$ cat src/rtl/sram_like_arbiter_pkg.sv
// Shared types for the two-to-one sram-like arbiter: FSM states, port owner
// encoding and transfer-size constants.
package sram_like_arbiter_pkg;

  typedef enum logic [1:0] {
    ST_IDLE = 2'd0,
    ST_ADDR = 2'd1,
    ST_DATA = 2'd2
  } state_e;

  typedef enum logic {
    OWN_INST = 1'b0,
    OWN_DATA = 1'b1
  } owner_e;

  localparam logic [1:0] SIZE_BYTE = 2'd0;
  localparam logic [1:0] SIZE_HALF = 2'd1;
  localparam logic [1:0] SIZE_WORD = 2'd2;

endpackage

$ cat src/rtl/sram_like_arbiter_arb_pick.sv
// Combinational two-way picker: fixed data priority or round-robin where the
// port not granted last wins a tie.
module arb_pick
  import sram_like_arbiter_pkg::*;
#(
  parameter bit DATA_PRIO = 1'b1
) (
  input  logic   inst_req,
  input  logic   data_req,
  input  owner_e last_grant,
  output owner_e grant
);

  always_comb begin
    grant = OWN_INST;
    if (inst_req && data_req) begin
      if (DATA_PRIO) grant = OWN_DATA;
      else           grant = (last_grant == OWN_INST) ? OWN_DATA : OWN_INST;
    end else if (data_req) begin
      grant = OWN_DATA;
    end
  end

endmodule

$ cat src/rtl/sram_like_arbiter.sv
// Merges the instruction and data sram-like master ports onto one shared
// port; one transaction in flight, responses routed back to the latched owner.
module sram_like_arbiter
  import sram_like_arbiter_pkg::*;
#(
  parameter bit DATA_PRIO = 1'b1,
  parameter int ADDR_W    = 32,
  parameter int DATA_W    = 32
) (
  input  logic              clk,
  input  logic              rst,
  input  logic              inst_req,
  input  logic              inst_wr,
  input  logic [1:0]        inst_size,
  input  logic [ADDR_W-1:0] inst_addr,
  input  logic [DATA_W-1:0] inst_wdata,
  output logic              inst_addr_ok,
  output logic              inst_data_ok,
  output logic [DATA_W-1:0] inst_rdata,
  input  logic              data_req,
  input  logic              data_wr,
  input  logic [1:0]        data_size,
  input  logic [ADDR_W-1:0] data_addr,
  input  logic [DATA_W-1:0] data_wdata,
  output logic              data_addr_ok,
  output logic              data_data_ok,
  output logic [DATA_W-1:0] data_rdata,
  output logic              mem_req,
  output logic              mem_wr,
  output logic [1:0]        mem_size,
  output logic [ADDR_W-1:0] mem_addr,
  output logic [DATA_W-1:0] mem_wdata,
  input  logic              mem_addr_ok,
  input  logic              mem_data_ok,
  input  logic [DATA_W-1:0] mem_rdata
);

  state_e            state_q, state_d;
  owner_e            owner_q, owner_d;
  owner_e            last_grant_q, last_grant_d;
  logic              wr_q, wr_d;
  logic [1:0]        size_q, size_d;
  logic [ADDR_W-1:0] addr_q, addr_d;
  logic [DATA_W-1:0] wdata_q, wdata_d;
  owner_e            grant;
  logic              addr_hs;
  logic              data_hs;

  arb_pick #(.DATA_PRIO(DATA_PRIO)) u_pick (
    .inst_req   (inst_req),
    .data_req   (data_req),
    .last_grant (last_grant_q),
    .grant      (grant)
  );

  // NOTE: every signal written here gets its default first so no path leaves
  // it unassigned; a missing default would infer a latch.
  always_comb begin
    state_d      = state_q;
    owner_d      = owner_q;
    last_grant_d = last_grant_q;
    wr_d         = wr_q;
    size_d       = size_q;
    addr_d       = addr_q;
    wdata_d      = wdata_q;
    case (state_q)
      ST_IDLE: begin
        if (inst_req || data_req) begin
          owner_d      = grant;
          last_grant_d = grant;
          if (grant == OWN_DATA) begin
            wr_d    = data_wr;
            size_d  = data_size;
            addr_d  = data_addr;
            wdata_d = data_wdata;
          end else begin
            wr_d    = inst_wr;
            size_d  = inst_size;
            addr_d  = inst_addr;
            wdata_d = inst_wdata;
          end
          state_d = ST_ADDR;
        end
      end
      ST_ADDR: if (mem_addr_ok) state_d = ST_DATA;
      ST_DATA: if (mem_data_ok) state_d = ST_IDLE;
      default: state_d = ST_IDLE;
    endcase
  end

  // NOTE: state registers use non-blocking assignments so every flop samples
  // the pre-edge value of its neighbours.
  always_ff @(posedge clk or negedge rst) begin
    if (!rst) begin
      state_q      <= ST_IDLE;
      owner_q      <= OWN_INST;
      last_grant_q <= OWN_INST;
      wr_q         <= 1'b0;
      size_q       <= '0;
      addr_q       <= '0;
      wdata_q      <= '0;
    end else begin
      state_q      <= state_d;
      owner_q      <= owner_d;
      last_grant_q <= last_grant_d;
      wr_q         <= wr_d;
      size_q       <= size_d;
      addr_q       <= addr_d;
      wdata_q      <= wdata_d;
    end
  end

  // Memory-side oks only count in the phase that expects them.
  assign addr_hs = (state_q == ST_ADDR) && mem_addr_ok;
  assign data_hs = (state_q == ST_DATA) && mem_data_ok;

  assign mem_req   = (state_q == ST_ADDR);
  assign mem_wr    = wr_q;
  assign mem_size  = size_q;
  assign mem_addr  = addr_q;
  assign mem_wdata = wdata_q;

  assign inst_addr_ok = addr_hs && (owner_q == OWN_INST);
  assign data_addr_ok = addr_hs && (owner_q == OWN_DATA);
  assign inst_data_ok = data_hs && (owner_q == OWN_INST);
  assign data_data_ok = data_hs && (owner_q == OWN_DATA);
  assign inst_rdata   = inst_data_ok ? mem_rdata : '0;
  assign data_rdata   = data_data_ok ? mem_rdata : '0;

endmodule

$ cat config.mk
export PLATFORM = sky130hd
export DESIGN_NAME = sram_like_arbiter
export DESIGN_NICKNAME = d
export VERILOG_FILES = /design/src/rtl/sram_like_arbiter_pkg.sv /design/src/rtl/sram_like_arbiter_arb_pick.sv /design/src/rtl/sram_like_arbiter.sv
export SDC_FILE = /design/constraint.sdc
export NUM_CORES = 1
export LEC_CHECK = 0
export ABC_AREA = 0
export CORE_MARGIN = 3
export CORE_UTILIZATION = 31
export CTS_CLUSTER_SIZE = 14
export DETAILED_ROUTE_END_ITERATION = 10
export PLACE_DENSITY = 0.75
export SETUP_SLACK_MARGIN = 0.1
export SLEW_MARGIN = 20
export SYNTH_ARGS = -nofsm -noshare
export SYNTH_HDL_FRONTEND = slang
export SYNTH_SLANG_ARGS = --single-unit
$ cat constraint.sdc
create_clock -name clk -period 1.7 [get_ports clk]
set_input_delay 0.255 -clock clk [delete_from_list [all_inputs] [get_ports clk]]
set_output_delay 0.255 -clock clk [all_outputs]
set_load 0.01 [all_outputs]
Yosys cells after proc, flatten, opt, wreduce, memory -nomap -nowiden

Cells that the tools add are included.

Output and inout port bits: 136
Bits in latches: 0
Memory bits (read-only): 0
Input port bits: 172
Register bits after elaboration: 70
Memories kept: 0
Logic and storage cells: 35
RAM bits: 0

Add/sub/neg operators: 0
Div/mod/pow operators: 0
Reduce and logical (&&, ||, !) cells: 11
Muxes and demuxes: 12
Equality and inequality tests: 5
Shifts and indexed selects: 0
Bitwise gates (word level): 1
Multipliers: 0
Magnitude comparators: 0

Operators with widths:

| cell                 | number |
|---|---|
| $mux W32             | 4 |
| $mux W2              | 4 |
| $logic_and A1 B1 Y1  | 7 |
| $pmux W2 S3          | 1 |
| $ne A2 B2 Y1 const B | 2 |
| $mux W1              | 3 |
| $reduce_and A3 Y1    | 1 |
| $eq A2 B1 Y1 const B | 1 |
| $eq A2 B2 Y1 const B | 1 |
| $logic_not A2 Y1     | 1 |
| $ne A2 B1 Y1 const B | 1 |
| $reduce_and A2 Y1    | 1 |
| $logic_or A1 B1 Y1   | 1 |
| $not A1 Y1           | 1 |

Depth between registers and ports, before layout

Word-level depth: 4
Mapped depth: 5
Mapped depth without buffers: 3

Hierarchy

Synthesis repeated with hierarchy kept, for this count alone.

Cells, all modules: 303
Area, all modules: 4038.9 um^2

By module, submodules not included:

| module            | times used | area an instance (um^2) | seq. area each (um^2) | cells each |
|---|---|---|---|---|
| sram_like_arbiter | 1          | 4035.1                  | 1751.7                | 302 |
| arb_pick          | 1          | 3.8                     | 0.0                   | 1 |

Worst setup path after synthesis

OpenSTA, ideal clock, no wires.

Path kind: flip-flop to flip-flop
Start: register state_q[0]
End: register wdata_q[20] (netlist: mem_wdata[20])
Required time: 1575 ps
Period minus slack after synthesis: 1435 ps
Data arrival time: 1310 ps
Path buffers: 2
Library setup time: 125 ps
Setup slack: 265 ps
Cell stages (with the launch flop): 6
Path through: dfrtp_1 -> nor2_1 -> o21a_2 -> buf_6 -> buf_6 -> mux2_4

Longest elaborated chain between the ends: 2

Ends and longest elaborated chain:

| item                               | RTL line                 | RTL |
|---|---|---|
| start: declaration                 | sram_like_arbiter.sv:38  | `state_e state_q, state_d;` |
| start signal: assignment           | sram_like_arbiter.sv:103 | `state_q <= state_d;` |
| $logic_not A2 Y1                   | sram_like_arbiter.sv:66  | `case (state_q)` |
| $reduce_and A2 Y1 (no source line) | -                        |  |
| end signal: assignment             | sram_like_arbiter.sv:109 | `wdata_q <= wdata_d;` |
| end: declaration                   | sram_like_arbiter.sv:44  | `logic [DATA_W-1:0] wdata_q, wdata_d;` |

No other way between the ends.
A chain may end at the register's enable or synchronous reset.

Final worst setup path

Start: register state_q[0]
End: output port inst_rdata[11]

Longest elaborated chain between the ends: 4

Ends and longest elaborated chain:

| item                | RTL line                 | RTL |
|---|---|---|
| $eq A2 B2 Y1        | sram_like_arbiter.sv:115 | `assign data_hs = (state_q == ST_DATA) && mem_data_ok;` |
| $logic_and A1 B1 Y1 | sram_like_arbiter.sv:115 |  |
| $logic_and A1 B1 Y1 | sram_like_arbiter.sv:125 | `assign inst_data_ok = data_hs && (owner_q == OWN_INST);` |
| $mux W32            | sram_like_arbiter.sv:127 | `assign inst_rdata = inst_data_ok ? mem_rdata : '0;` |
| end: declaration    | sram_like_arbiter.sv:19  | `output logic [DATA_W-1:0] inst_rdata,` |

No other way between the ends.

==> flow_metrics.tcl <==
set metrics [dict create \
    final-hold-violation-count 0 \
    grt_pass1_wl_um 23800 \
    worst_hold_path_type "input port to register" \
    p_clk_frac 0.147 \
    ys_top_cells_by_area "dfrtp_1 (43%), mux2_2 (27%), mux2_4 (14%)" \
    numClockSinks 70 \
    critPathKind "register to output port" \
    setup_tns_ns -10.53 \
    hpwl_um 11400 \
    min_period_over_period 1.13 \
    synth-edff-count 0 \
    design_area_um2 8730 \
    period_minus_slack_ns 1.93 \
    status "finished with violations" \
    setup_viol 67 \
    path_delay_family "simple AND/OR/NAND/NOR gates" \
    drive_gt1_frac 0.519 \
    p_seq_frac 0.251 \
    fin_skew_ns 0.00305 \
    drv_slew 0 \
    rows 41 \
    cp-start-kind "register" \
    io_pins 308 \
    overflow 0 \
    setup_ws_ns -0.228 \
    synth-seq-cells 70 \
    worstPathMaxFanout 4 \
    routed_wl_um 17300 \
    die_h_um 120 \
    dpl_worst_slack_ns -0.436 \
    grt_max_degree 42 \
    start_util 0.319 \
    violations "setup timing" \
    yosysTopAreaCellShare 0.434 \
    syn2layout_area_growth_pct 116 \
    endpoint_kind "output port" \
    place_congestion 0.834 \
    remaining_drc_errors 0 \
    maxSlewHeadroom 0.644 \
    syn_inst 303 \
    die_w_um 120 \
    clk_pin_slew_worst_paths_ns 0.05 \
    via_per_inst 4.66 \
    cts_root_buffer "clkbuf_16" \
    path_cells "nand2b_4, nor3b_4, buf_6, clkbuf_16, and2_4, buf_6" \
    cp_slowest_cell "dfrtp_1" \
    crit_top_cell "buf_6" \
    synth_cell_types 19 \
    worst_pin_slew_ns 0.534 \
    synth_largest_area_cell "dfrtp_1" \
    internal_power_uw 8500 \
    wire_per_inst_um 20.9 \
    utilization 0.689 \
    drv_cap 0 \
    worst_ep_required_time_ns 1.44 \
    ant_nets 0 \
    grt_pass1_vias 4211 \
    asyncSetResetFlopFracSynth 1.00 \
    num-nets-final 821 \
    vias 3851 \
    path_buf_inv 3 \
    cts_tree "done" \
    core_region_area_um2 12700 \
    yosysSeqAreaShare 0.434 \
    port_buffers 307 \
    peakVddDrop_uv 722 \
    arrival_ns 1.67 \
    syn_area_um2 4040 \
    fmax_ghz 0.519 \
    p_comb_frac 0.602 \
    switching_share 0.298 \
    antenna_found_initial 3 \
    p_per_area_nw_per_um2 1390 \
    slowest_delay_ns 0.40 \
    yosysWarnings 0 \
    dpl-instance-area_um2 7360 \
    clock_path_buffers 2 \
    h-tree-depth 3 \
    power.switching_uw 3610 \
    cts_made_buffers 9 \
    grt_usage 0.214 \
    synthTopCellsByCount "mux2_2 (96), dfrtp_1 (70), and2_1 (64), mux2_4 (38), buf_2 (9)" \
    firstDrtPassIters 4 \
    synth.most_common_cell "mux2_2" \
    synth_nets 475 \
    syn_area_per_cell_um2 13.3 \
    rsz0062_at_grt "yes" \
    synthFlopType "dfrtp_1" \
    drt_iter0_drc 116 \
    leakagePower_uw 0.00390 \
    clk_latency_ns 0.32 \
    die_area_um2 14400 \
]
-- layer usage --
layer	vias to the layer above	GRT usage	routed length [um]
li1	1743	-	-
met1	1882	0.206	5840
met4	0	0.0866	672
met2	189	0.419	9510
met5	-	0	0
met3	37	0.0613	1270
-- stage by stage --
stage	instances	hold WS [ns]	total power, uW
after global placement	775	0.294	8310
final	826	0.479	12100
after detailed placement	775	0.295	8430
after floorplan	303	-0.0406	5460
after global routing	826	0.476	12700
after CTS	813	0.465	11500
-- final cells by class --
type,instances,area (um^2)
diodes,3,7.51
clock buffers,11,243
clock inverters,2,35.0
fillers,899,3940
inverters,1,3.75
multi-input cells,211,2520
flip-flops and latches,70,1750
well taps,172,215
repair buffers,356,3950
-- power groups by stage --
stage / sequential (uW) / clock (uW) / combinational, uW
floorplan: 3380 / 0 / 2080
global placement: 2970 / 0 / 5340
detailed placement: 3010 / 0 / 5420
CTS: 3010 / 1830 / 6610
global route: 3150 / 1910 / 7630
finish: 3040 / 1780 / 7290
-- cells in the final DEF (no fill, tap or decap) --
cell / synthesis / routed
nor3b_4: 0 / 1
o21a_4: 0 / 1
mux2_4: 38 / 86
o21ai_0: 1 / 1
clkdlybuf4s50_1: 0 / 236
clkbuf_1: 5 / 1
a21o_1: 1 / 1
clkbuf_8: 0 / 1
diode_2: 0 / 3
clkbuf_16: 0 / 13
nor2_4: 0 / 1
buf_12: 0 / 9
mux2_2: 96 / 48
and4b_2: 0 / 1
buf_6: 7 / 82
inv_1: 1 / 1
clkinv_2: 0 / 1
buf_4: 0 / 13
nor2b_4: 0 / 1
nor2_2: 0 / 1
nand2_1: 2 / 1
nand2b_4: 0 / 1
a22o_1: 1 / 1
and3_4: 0 / 1
and2_4: 0 / 64
dfrtp_1: 70 / 70
nand2_2: 0 / 1
buf_2: 9 / 1
dlygate4sd3_1: 0 / 1
buf_16: 0 / 10
bufinv_16: 0 / 1
-- logic make-up (layout without fill, tap and decap cells) --
logic type / Yosys count / in the layout / share of synthesized area
buf+inv: 22 / 370 / 0.0363
flops: 70 / 70 / 0.434
compound gates: 4 / 4 / 0.00744
mux: 134 / 134 / 0.409
simple gates: 73 / 73 / 0.113
other cells: 0 / 3 / 0
-- worst reg2reg max path, delay by kind of cell (launching register included) --
| family | cells | cell delay [ns] |
|---|---|---|
| AOI/OAI and AO/OA | 1 | 0.21 |
| buffers and inverters | 4 | 0.55 |
| DFF | 1 | 0.39 |
| muxes | 1 | 0.30 |
| and+or+nand+nor | 1 | 0.09 |
-- what timing repair did --
item | in CTS | in global routing
endpoints found under the setup margin | 93 | 137
buffers inserted | 15 | 7
cloned | 10 | 4
resized for setup | 388 | 118
hold buffers | 1 | 0
pin swaps | 30 | 26
endpoints found under the hold margin | 29 | 0
-- flip-flops by register name, indices dropped and copies added, names as in the netlist --
signal,count
mem_wdata,32
mem_wr,1
state_q,2
mem_addr,32
owner_q,1
mem_size,2
-- path summary, 6_finish.rpt --
check,startpoint,endpoint,slack (ns),cells past startpoint
min in group asynchronous,rst,mem_wdata[2],0.50,3
max in group asynchronous,rst,mem_addr[0],0.77,3
min,data_req,mem_addr[1],0.48,3
max,state_q[0],inst_rdata[11],-0.23,6
min reg2reg,mem_addr[10],mem_addr[10],0.51,1
max reg2reg,state_q[1],mem_addr[19],0.04,7
(Power assumes the default switching activity.)
